### src/rtl/stopwatch_pkg.sv
// Shared types, digit moduli and BCD helpers for the MM:SS.hh stopwatch controller.
// Imported by stopwatch_ctrl and bcd_digit_cnt.
package stopwatch_pkg;

    typedef enum logic [1:0] {
        IDLE  = 2'd0,
        RUN   = 2'd1,
        LAP   = 2'd2,
        PAUSE = 2'd3
    } state_t;

    typedef logic [3:0] bcd_t;

    localparam int HUND_MOD      = 10;
    localparam int SEC_ONES_MOD  = 10;
    localparam int SEC_TENS_MOD  = 6;
    localparam int MIN_DIGIT_MOD = 10;

    // Value a digit register takes on the next edge; clear has priority over increment.
    function automatic bcd_t bcd_step(input bcd_t q, input logic en, input logic clr,
                                      input int modv);
        bcd_t nxt;
        nxt = q;
        if (clr) begin
            nxt = '0;
        end else if (en) begin
            nxt = (q == bcd_t'(modv - 1)) ? '0 : q + 4'd1;
        end
        return nxt;
    endfunction

    function automatic logic [7:0] to_bcd2(input int v);
        return {4'(v / 10), 4'(v % 10)};
    endfunction

endpackage

### src/rtl/bcd_digit_cnt.sv
// Single BCD digit counter with synchronous clear and a terminal-count flag.
// The clear input wins over the enable so a whole chain can be zeroed in one edge.
module bcd_digit_cnt
    import stopwatch_pkg::*;
#(
    parameter int MOD = 10
) (
    input  logic       clk,
    input  logic       rst_n,
    input  logic       clr,
    input  logic       en,
    output logic [3:0] q,
    output logic       term
);

    assign term = (q == bcd_t'(MOD - 1));

    always_ff @(posedge clk) begin
        if (!rst_n) begin
            q <= '0;
        end else begin
            q <= bcd_step(q, en, clr, MOD);
        end
    end

endmodule

### src/rtl/stopwatch_ctrl.sv
// Stopwatch sequencer: start/stop and lap/reset FSM driving a BCD MM:SS.hh count,
// a lap-capture register and the digit mux feeding the seven-segment path.
module stopwatch_ctrl
    import stopwatch_pkg::*;
#(
    parameter int MIN_WRAP = 60
) (
    input  logic       clk,
    input  logic       rst_n,
    input  logic       tick,
    input  logic       ss_btn,
    input  logic       lr_btn,
    output logic [3:0] hund_ones,
    output logic [3:0] hund_tens,
    output logic [3:0] sec_ones,
    output logic [3:0] sec_tens,
    output logic [3:0] min_ones,
    output logic [3:0] min_tens,
    output logic       running,
    output logic       lap_hold,
    output logic       overflow
);

    localparam logic [7:0] MIN_LAST = to_bcd2(MIN_WRAP - 1);

    state_t state, state_nxt;
    logic   count_en, lap_load, clear_count;

    bcd_t c_ho, c_ht, c_so, c_st, c_mo, c_mt;
    logic t_ho, t_ht, t_so, t_st, t_mo, t_mt;
    logic en_ht, en_so, en_st, en_mo, en_mt;
    logic min_last, wrap, min_clr;

    bcd_t lap_ho, lap_ht, lap_so, lap_st, lap_mo, lap_mt;

    always_ff @(posedge clk) begin
        if (!rst_n) begin
            state <= IDLE;
        end else begin
            state <= state_nxt;
        end
    end

    // Start/stop is checked first in every state so it beats a simultaneous lap/reset.
    always_comb begin
        state_nxt   = state;
        lap_load    = 1'b0;
        clear_count = 1'b0;
        count_en    = 1'b0;
        running     = 1'b0;
        lap_hold    = 1'b0;
        case (state)
            IDLE: begin
                if (ss_btn) begin
                    state_nxt = RUN;
                end
            end
            RUN: begin
                running  = 1'b1;
                count_en = tick;
                if (ss_btn) begin
                    state_nxt = PAUSE;
                end else if (lr_btn) begin
                    state_nxt = LAP;
                    lap_load  = 1'b1;
                end
            end
            LAP: begin
                running  = 1'b1;
                lap_hold = 1'b1;
                count_en = tick;
                if (ss_btn) begin
                    state_nxt = PAUSE;
                end else if (lr_btn) begin
                    state_nxt = RUN;
                end
            end
            PAUSE: begin
                if (ss_btn) begin
                    state_nxt = RUN;
                end else if (lr_btn) begin
                    state_nxt   = IDLE;
                    clear_count = 1'b1;
                end
            end
            default: begin
                state_nxt = IDLE;
            end
        endcase
    end

    assign en_ht = count_en & t_ho;
    assign en_so = en_ht & t_ht;
    assign en_st = en_so & t_so;
    assign en_mo = en_st & t_st;
    assign en_mt = en_mo & t_mo;

    // At MIN_WRAP=100 the minute pair rolls over naturally at 99; otherwise compare.
    assign min_last = (MIN_WRAP == 100) ? (t_mt & t_mo) : ({c_mt, c_mo} == MIN_LAST);
    assign wrap     = en_mo & min_last;
    assign min_clr  = clear_count | wrap;

    bcd_digit_cnt #(.MOD(HUND_MOD)) u_hund_ones (
        .clk(clk), .rst_n(rst_n), .clr(clear_count), .en(count_en), .q(c_ho), .term(t_ho)
    );
    bcd_digit_cnt #(.MOD(HUND_MOD)) u_hund_tens (
        .clk(clk), .rst_n(rst_n), .clr(clear_count), .en(en_ht), .q(c_ht), .term(t_ht)
    );
    bcd_digit_cnt #(.MOD(SEC_ONES_MOD)) u_sec_ones (
        .clk(clk), .rst_n(rst_n), .clr(clear_count), .en(en_so), .q(c_so), .term(t_so)
    );
    bcd_digit_cnt #(.MOD(SEC_TENS_MOD)) u_sec_tens (
        .clk(clk), .rst_n(rst_n), .clr(clear_count), .en(en_st), .q(c_st), .term(t_st)
    );
    bcd_digit_cnt #(.MOD(MIN_DIGIT_MOD)) u_min_ones (
        .clk(clk), .rst_n(rst_n), .clr(min_clr), .en(en_mo), .q(c_mo), .term(t_mo)
    );
    bcd_digit_cnt #(.MOD(MIN_DIGIT_MOD)) u_min_tens (
        .clk(clk), .rst_n(rst_n), .clr(min_clr), .en(en_mt), .q(c_mt), .term(t_mt)
    );

    // Lap captures the count's next value so a coincident tick is included.
    always_ff @(posedge clk) begin
        if (!rst_n) begin
            lap_ho <= '0;
            lap_ht <= '0;
            lap_so <= '0;
            lap_st <= '0;
            lap_mo <= '0;
            lap_mt <= '0;
        end else if (lap_load) begin
            lap_ho <= bcd_step(c_ho, count_en, clear_count, HUND_MOD);
            lap_ht <= bcd_step(c_ht, en_ht, clear_count, HUND_MOD);
            lap_so <= bcd_step(c_so, en_so, clear_count, SEC_ONES_MOD);
            lap_st <= bcd_step(c_st, en_st, clear_count, SEC_TENS_MOD);
            lap_mo <= bcd_step(c_mo, en_mo, min_clr, MIN_DIGIT_MOD);
            lap_mt <= bcd_step(c_mt, en_mt, min_clr, MIN_DIGIT_MOD);
        end
    end

    always_ff @(posedge clk) begin
        if (!rst_n) begin
            overflow <= 1'b0;
        end else if (clear_count) begin
            overflow <= 1'b0;
        end else if (wrap) begin
            overflow <= 1'b1;
        end
    end

    assign hund_ones = lap_hold ? lap_ho : c_ho;
    assign hund_tens = lap_hold ? lap_ht : c_ht;
    assign sec_ones  = lap_hold ? lap_so : c_so;
    assign sec_tens  = lap_hold ? lap_st : c_st;
    assign min_ones  = lap_hold ? lap_mo : c_mo;
    assign min_tens  = lap_hold ? lap_mt : c_mt;

endmodule

### config.mk
export PLATFORM = sky130hd
export DESIGN_NAME = stopwatch_ctrl
export DESIGN_NICKNAME = d
export VERILOG_FILES = /design/src/rtl/stopwatch_pkg.sv /design/src/rtl/bcd_digit_cnt.sv /design/src/rtl/stopwatch_ctrl.sv
export SDC_FILE = /design/constraint.sdc
export NUM_CORES = 1
export LEC_CHECK = 0
export BUFFER_PORTS_ARGS = -buffer_cell sky130_fd_sc_hd__buf_4
export CAP_MARGIN = 40
export CORE_UTILIZATION = 51
export CTS_CLUSTER_SIZE = 12
export DETAILED_ROUTE_END_ITERATION = 8
export GPL_TIMING_DRIVEN = 0
export PLACE_DENSITY = 0.71
export RECOVER_POWER = 50
export REMOVE_ABC_BUFFERS = 1
export SLEW_MARGIN = 10
export SYNTH_ARGS = -nofsm -noshare
export SYNTH_HDL_FRONTEND = slang
export SYNTH_HIERARCHICAL = 1
export SYNTH_SLANG_ARGS = --single-unit
### constraint.sdc
create_clock -name clk -period 3.5 [get_ports clk]
set_input_delay 0.525 -clock clk [delete_from_list [all_inputs] [get_ports clk]]
set_output_delay 0.525 -clock clk [all_outputs]
set_load 0.02 [all_outputs]
# After elaboration in Yosys (flattened, before gate mapping)
# Index checks and enable logic that the tools add are counted.
# Widths: inputs -> output; s select.
[totals]
ff_bits = 51
inputBits = 5
output_inout_bits = 27
word_cells = 85
[classes]
add_sub_neg = 6
eq_ne = 14
mux = 39
bitwise_logic = 8
reduce_logical = 4
[ops]
columns = ["op", "n"]
rows = [
  ["$mux 4", 24],
  ["$add 4x1->4 const B", 6],
  ["$eq 4x4->1 const B", 5],
  ["$mux 2", 7],
  ["$ne 3x3->1 const B", 3],
  ["$eq 8x7->1 const B", 1],
  ["$pmux 2 s4", 1],
  ["$mux 1", 7],
  ["$and 1x1->1", 6],
  ["$eq 2x2->1 const B", 2],
  ["$eq 4x3->1 const B", 1],
  ["$reduce_and 4->1", 1],
  ["$reduce_or 2->1", 2],
  ["$eq 2x1->1 const B", 1],
  ["$logic_not 2->1", 1],
  ["$ne 2x2->1 const B", 1],
  ["$not 1->1", 1],
  ["$or 1x1->1", 1],
]

# Depth between registers and ports, before layout
[logic_depth]
depth_word = 10
depth_mapped = 9
depth_no_buf = 9

# Cells and area by module
# Netlist, hierarchy kept.
[modules_own_cells]
columns = ["mod", "instances", "cells_each", "area_each_um2", "seq_area_each_um2"]
rows = [
  ["stopwatch_ctrl", 1, 239, 1918.1, 540.5],
  ["bcd_digit_cnt at u_hund_ones ...", 5, 21, 190.2, 80.1],
  ["bcd_digit_cnt at u_sec_tens", 1, 21, 182.7, 80.1],
]

# Worst setup path after synthesis
# No wires, ideal clock.
[synth_path]
path_type = "register to output"
startpoint = "register state[0]"
endpoint = "output min_ones[0]"
t_arrival_ns = 1.681
t_required_ns = 2.975
slack_ns = 1.294
path_stages_with_launch = 6
cell_sequence = "dfxtp_1 inv_1 ha_1 clkbuf_1 clkbuf_1 mux2_2"
[synth_between]
elab_chain_len = 3
[synth_rtl]
columns = ["element", "line_no", "rtl"]
rows = [
  ["start: declaration", "stopwatch_ctrl.sv:26", "state_t state, state_nxt;"],
  ["start signal: assignment", "stopwatch_ctrl.sv:40", "state <= state_nxt;"],
  ["$eq 2x2->1", "stopwatch_ctrl.sv:52", "case (state)"],
  ["$mux 1", "stopwatch_ctrl.sv:52", ""],
  ["net lap_hold", "stopwatch_ctrl.sv:20", "output logic lap_hold,"],
  ["$mux 4", "stopwatch_ctrl.sv:155", "assign min_ones = lap_hold ? lap_mo : c_mo;"],
  ["end: declaration", "stopwatch_ctrl.sv:17", "output logic [3:0] min_ones,"],
]
# The timed path passes the listed nets, and every way through them passes these cells.

# Worst setup path after layout
[layout_path]
startpoint = "register state[1]"
endpoint = "register u_min_tens.q[1]"
[layout_between]
elab_chain_len = 10
elab_cells_between_ends = 15
cone_classes = "eq/ne: 3; mux: 4; bitwise: 7; reduce/logical: 1"
[layout_rtl]
columns = ["element", "line_no", "rtl"]
rows = [
  ["$eq 2x2->1 or $eq 2x1->1 (tied branches)", "stopwatch_ctrl.sv:52", ""],
  ["$reduce_or 2->1 (no source line) (*)", "--", ""],
  ["$mux 1 (*)", "stopwatch_ctrl.sv:52", ""],
  ["$and 1x1->1 (*)", "stopwatch_ctrl.sv:92", "assign en_ht = count_en & t_ho;"],
  ["$and 1x1->1 (*)", "stopwatch_ctrl.sv:93", "assign en_so = en_ht & t_ht;"],
  ["$and 1x1->1 (*)", "stopwatch_ctrl.sv:94", "assign en_st = en_so & t_so;"],
  ["$and 1x1->1 (*)", "stopwatch_ctrl.sv:95", "assign en_mo = en_st & t_st;"],
  ["$and 1x1->1 (*)", "stopwatch_ctrl.sv:96", "assign en_mt = en_mo & t_mo;"],
  ["net en_mt", "stopwatch_ctrl.sv:31", "logic en_ht, en_so, en_st, en_mo, en_mt;"],
  ["$mux 4 (*) (2 in a row)", "--", ""],
  ["end signal: assignment", "bcd_digit_cnt.sv:22", "q <= bcd_step(q, en, clr, MOD);"],
  ["end: declaration", "bcd_digit_cnt.sv:12", "output logic [3:0] q,"],
]
# The timed path passes the listed nets; every way through them passes the cells marked *.
# A chain may end at the register's enable or synchronous reset.

==> impl_metrics.ini <==
[worst_setup_path]
crit_fanout = 17
path_cells = inv_1 > ha_1 > nand4_1 > clkinv_2 > and3_1 > nand2_1 > or3_1 > a21oi_2
startpoint = state[1]
rr_startpoint = state[1]
critPathMaxStageDelay_ns = 0.46
worstSetupPathType = flip-flop to flip-flop
cp-end-kind = flip-flop
cp.arrival_ns = 2.99
startpoint_type = flip-flop
worstPathRequired_ns = 3.74
crit_slowest_cell = nand4_1

[layout]
multi_input_area_mm2 = 0.00188
areaGrowthSynthToFinish_pct = 12.6
area.sequential_mm2 = 0.00102
fillers = 516
finalNetCount = 404
n_antenna_cell = 0
drive_gt1_frac = 0.200

[place]
dp_hpwl_um = 4620
io_buffers = 31
place.gp.congestion = 0.807

[global_routing]
grt_antenna_before_repair = 0
grt_max_degree = 36
track_usage = 0.228
grt_pass1_vias = 2380
grt_pass1_wl_um = 11300
grt_overflow = 0

[cts]
cts.sinks = 51
ctsHoldBuffers = 0
worstSkewPairLatency_ns = 0.30
cts_buffers = 5
clock_path_buffers = 2
cts_htree_levels = 2
clock-root-buffer = clkbuf_8
clkTransAtPathRegs_ns = 0.09
ctsResizeCount = 0
postCtsSetupBuffers = 0
cts_tree = yes

[hold_path]
min_from = lap_so[2]
min_path_type = flip-flop to flip-flop

[sta]
final.setup.tns_ns = 0
drv_slew = 0
worstMarginPinSlew_ns = 0.729
timing.hold.ws_ns = 0.457
fin_crit_ns = 2.74
skew_ns = 0.00732
hold_violations = 0
rsz0062_at_grt = no
fmax_ghz = 0.364
period_share = 0.784
final-setup-viol-count = 0
relSlewSlack = 0.514

[die]
die_w_um = 79.2
core_area_mm2 = 0.00564
die_area_mm2 = 0.00628
pin_count = 32
initial_utilization = 0.539
num_rows = 27
chipHeight_um = 79.2

[pwr]
powerDensity_mw_per_mm2 = 364
p_leak_uw = 0.00125
power_uw = 1250
ir_worst_vdd_mv = 0.190

[drt]
wl_per_cell_um = 14.3
ant_nets = 0
drcViolationCount = 0
first_pass_iters = 4
routed_wl_um = 6670
viasPerCell = 5.66
dr_total_vias = 2641
drt_iter0_drc = 208

[yosys]
avgSynthCellArea_um2 = 8.36
netlist_area_mm2 = 0.00304
yosys_warnings = 6
synthCells = 364

[status]
status = completed

[flow_run]
max_cap_violations = 0
==> critical path: cells and delay by family, from the launching register on <==
kind	cells	cell delay, ns
AND/OR/NAND/NOR	4	1.22
buffers and inverters	2	0.50
adder cells (fa/ha/maj)	1	0.43
flip-flops	1	0.41
AO/OA/AOI/OAI	1	0.11
==> where the power goes <==
part | leakage (µW) | total, µW | switching [µW] | internal, µW
sequential | 0.000411 | 603 | 14.2 | 589
combinational | 0.000778 | 160 | 103 | 57.5
clock | 0.0000654 | 483 | 197 | 286
==> per-layer routing <==
metal / global-route usage / routed length, µm / vias up
met3: 0.0356 / 258 / 2
met2: 0.372 / 3160 / 54
li1: - / - / 1361
met5: 0 / 0 / -
met4: 0.0691 / 27 / 0
met1: 0.308 / 3230 / 1224
==> layout by cell type, fill, tap and decap left out, types with 3 or more instances in the layout <==
cell type / count
dfxtp_1: 51
nand2_1: 43
o21ai_0: 34
buf_4: 29
a21oi_1: 25
nor2_1: 20
mux2_2: 16
inv_1: 15
xnor2_1: 15
nand3_1: 13
nand2b_1: 9
nor2b_1: 9
xor2_1: 8
nand4_1: 7
nor3_1: 7
a22oi_1: 6
clkbuf_8: 5
nor2b_2: 5
and4b_2: 5
or3_1: 5
and3_1: 4
mux2i_1: 4
o211ai_1: 4
ha_1: 4
and3b_2: 4
a21oi_2: 4
clkbuf_1: 3
==> final timing paths <==
check / to / slack, ns / cells past startpoint
min: lap_so[2] / 0.46 / 2
min reg2reg: lap_so[2] / 0.46 / 2
max: u_min_tens/q[1] / 0.76 / 8
max reg2reg: u_min_tens/q[1] / 0.76 / 8
==> registers in the layout, summed over array words and instances, names as in the netlist <==
name	cells
lap_ho	4
lap_ht	4
lap_mo	4
lap_mt	4
lap_so	4
lap_st	4
u_hund_ones/q	4
u_hund_tens/q	4
u_min_ones/q	4
u_min_tens/q	4
u_sec_ones/q	4
u_sec_tens/q	4
state	2
overflow	1
==> per-stage QoR <==
| stage | utilization | setup WS [ns] | instances | area (µm²) |
|---|---|---|---|---|
| floorplan | - | 1.16 | 355 | 3000 |
| global placement | 0.588 | 0.755 | 458 | 3320 |
| detailed placement | 0.591 | 1.09 | 459 | 3330 |
| CTS | 0.614 | 0.837 | 467 | 3470 |
| global route | 0.607 | 0.563 | 467 | 3420 |
| finish | 0.607 | 0.756 | 467 | 3420 |
==> cell type report <==
type	instances	share of cell area
multi-input combinational	287	0.549
sequential	51	0.298
clock inverter	2	0.0175
clock buffer	6	0.0212
timing repair buffer	32	0.0691
tap	72	0.0263
inverter	17	0.0190
No activity file was read; power rests on OpenSTA's default activity.
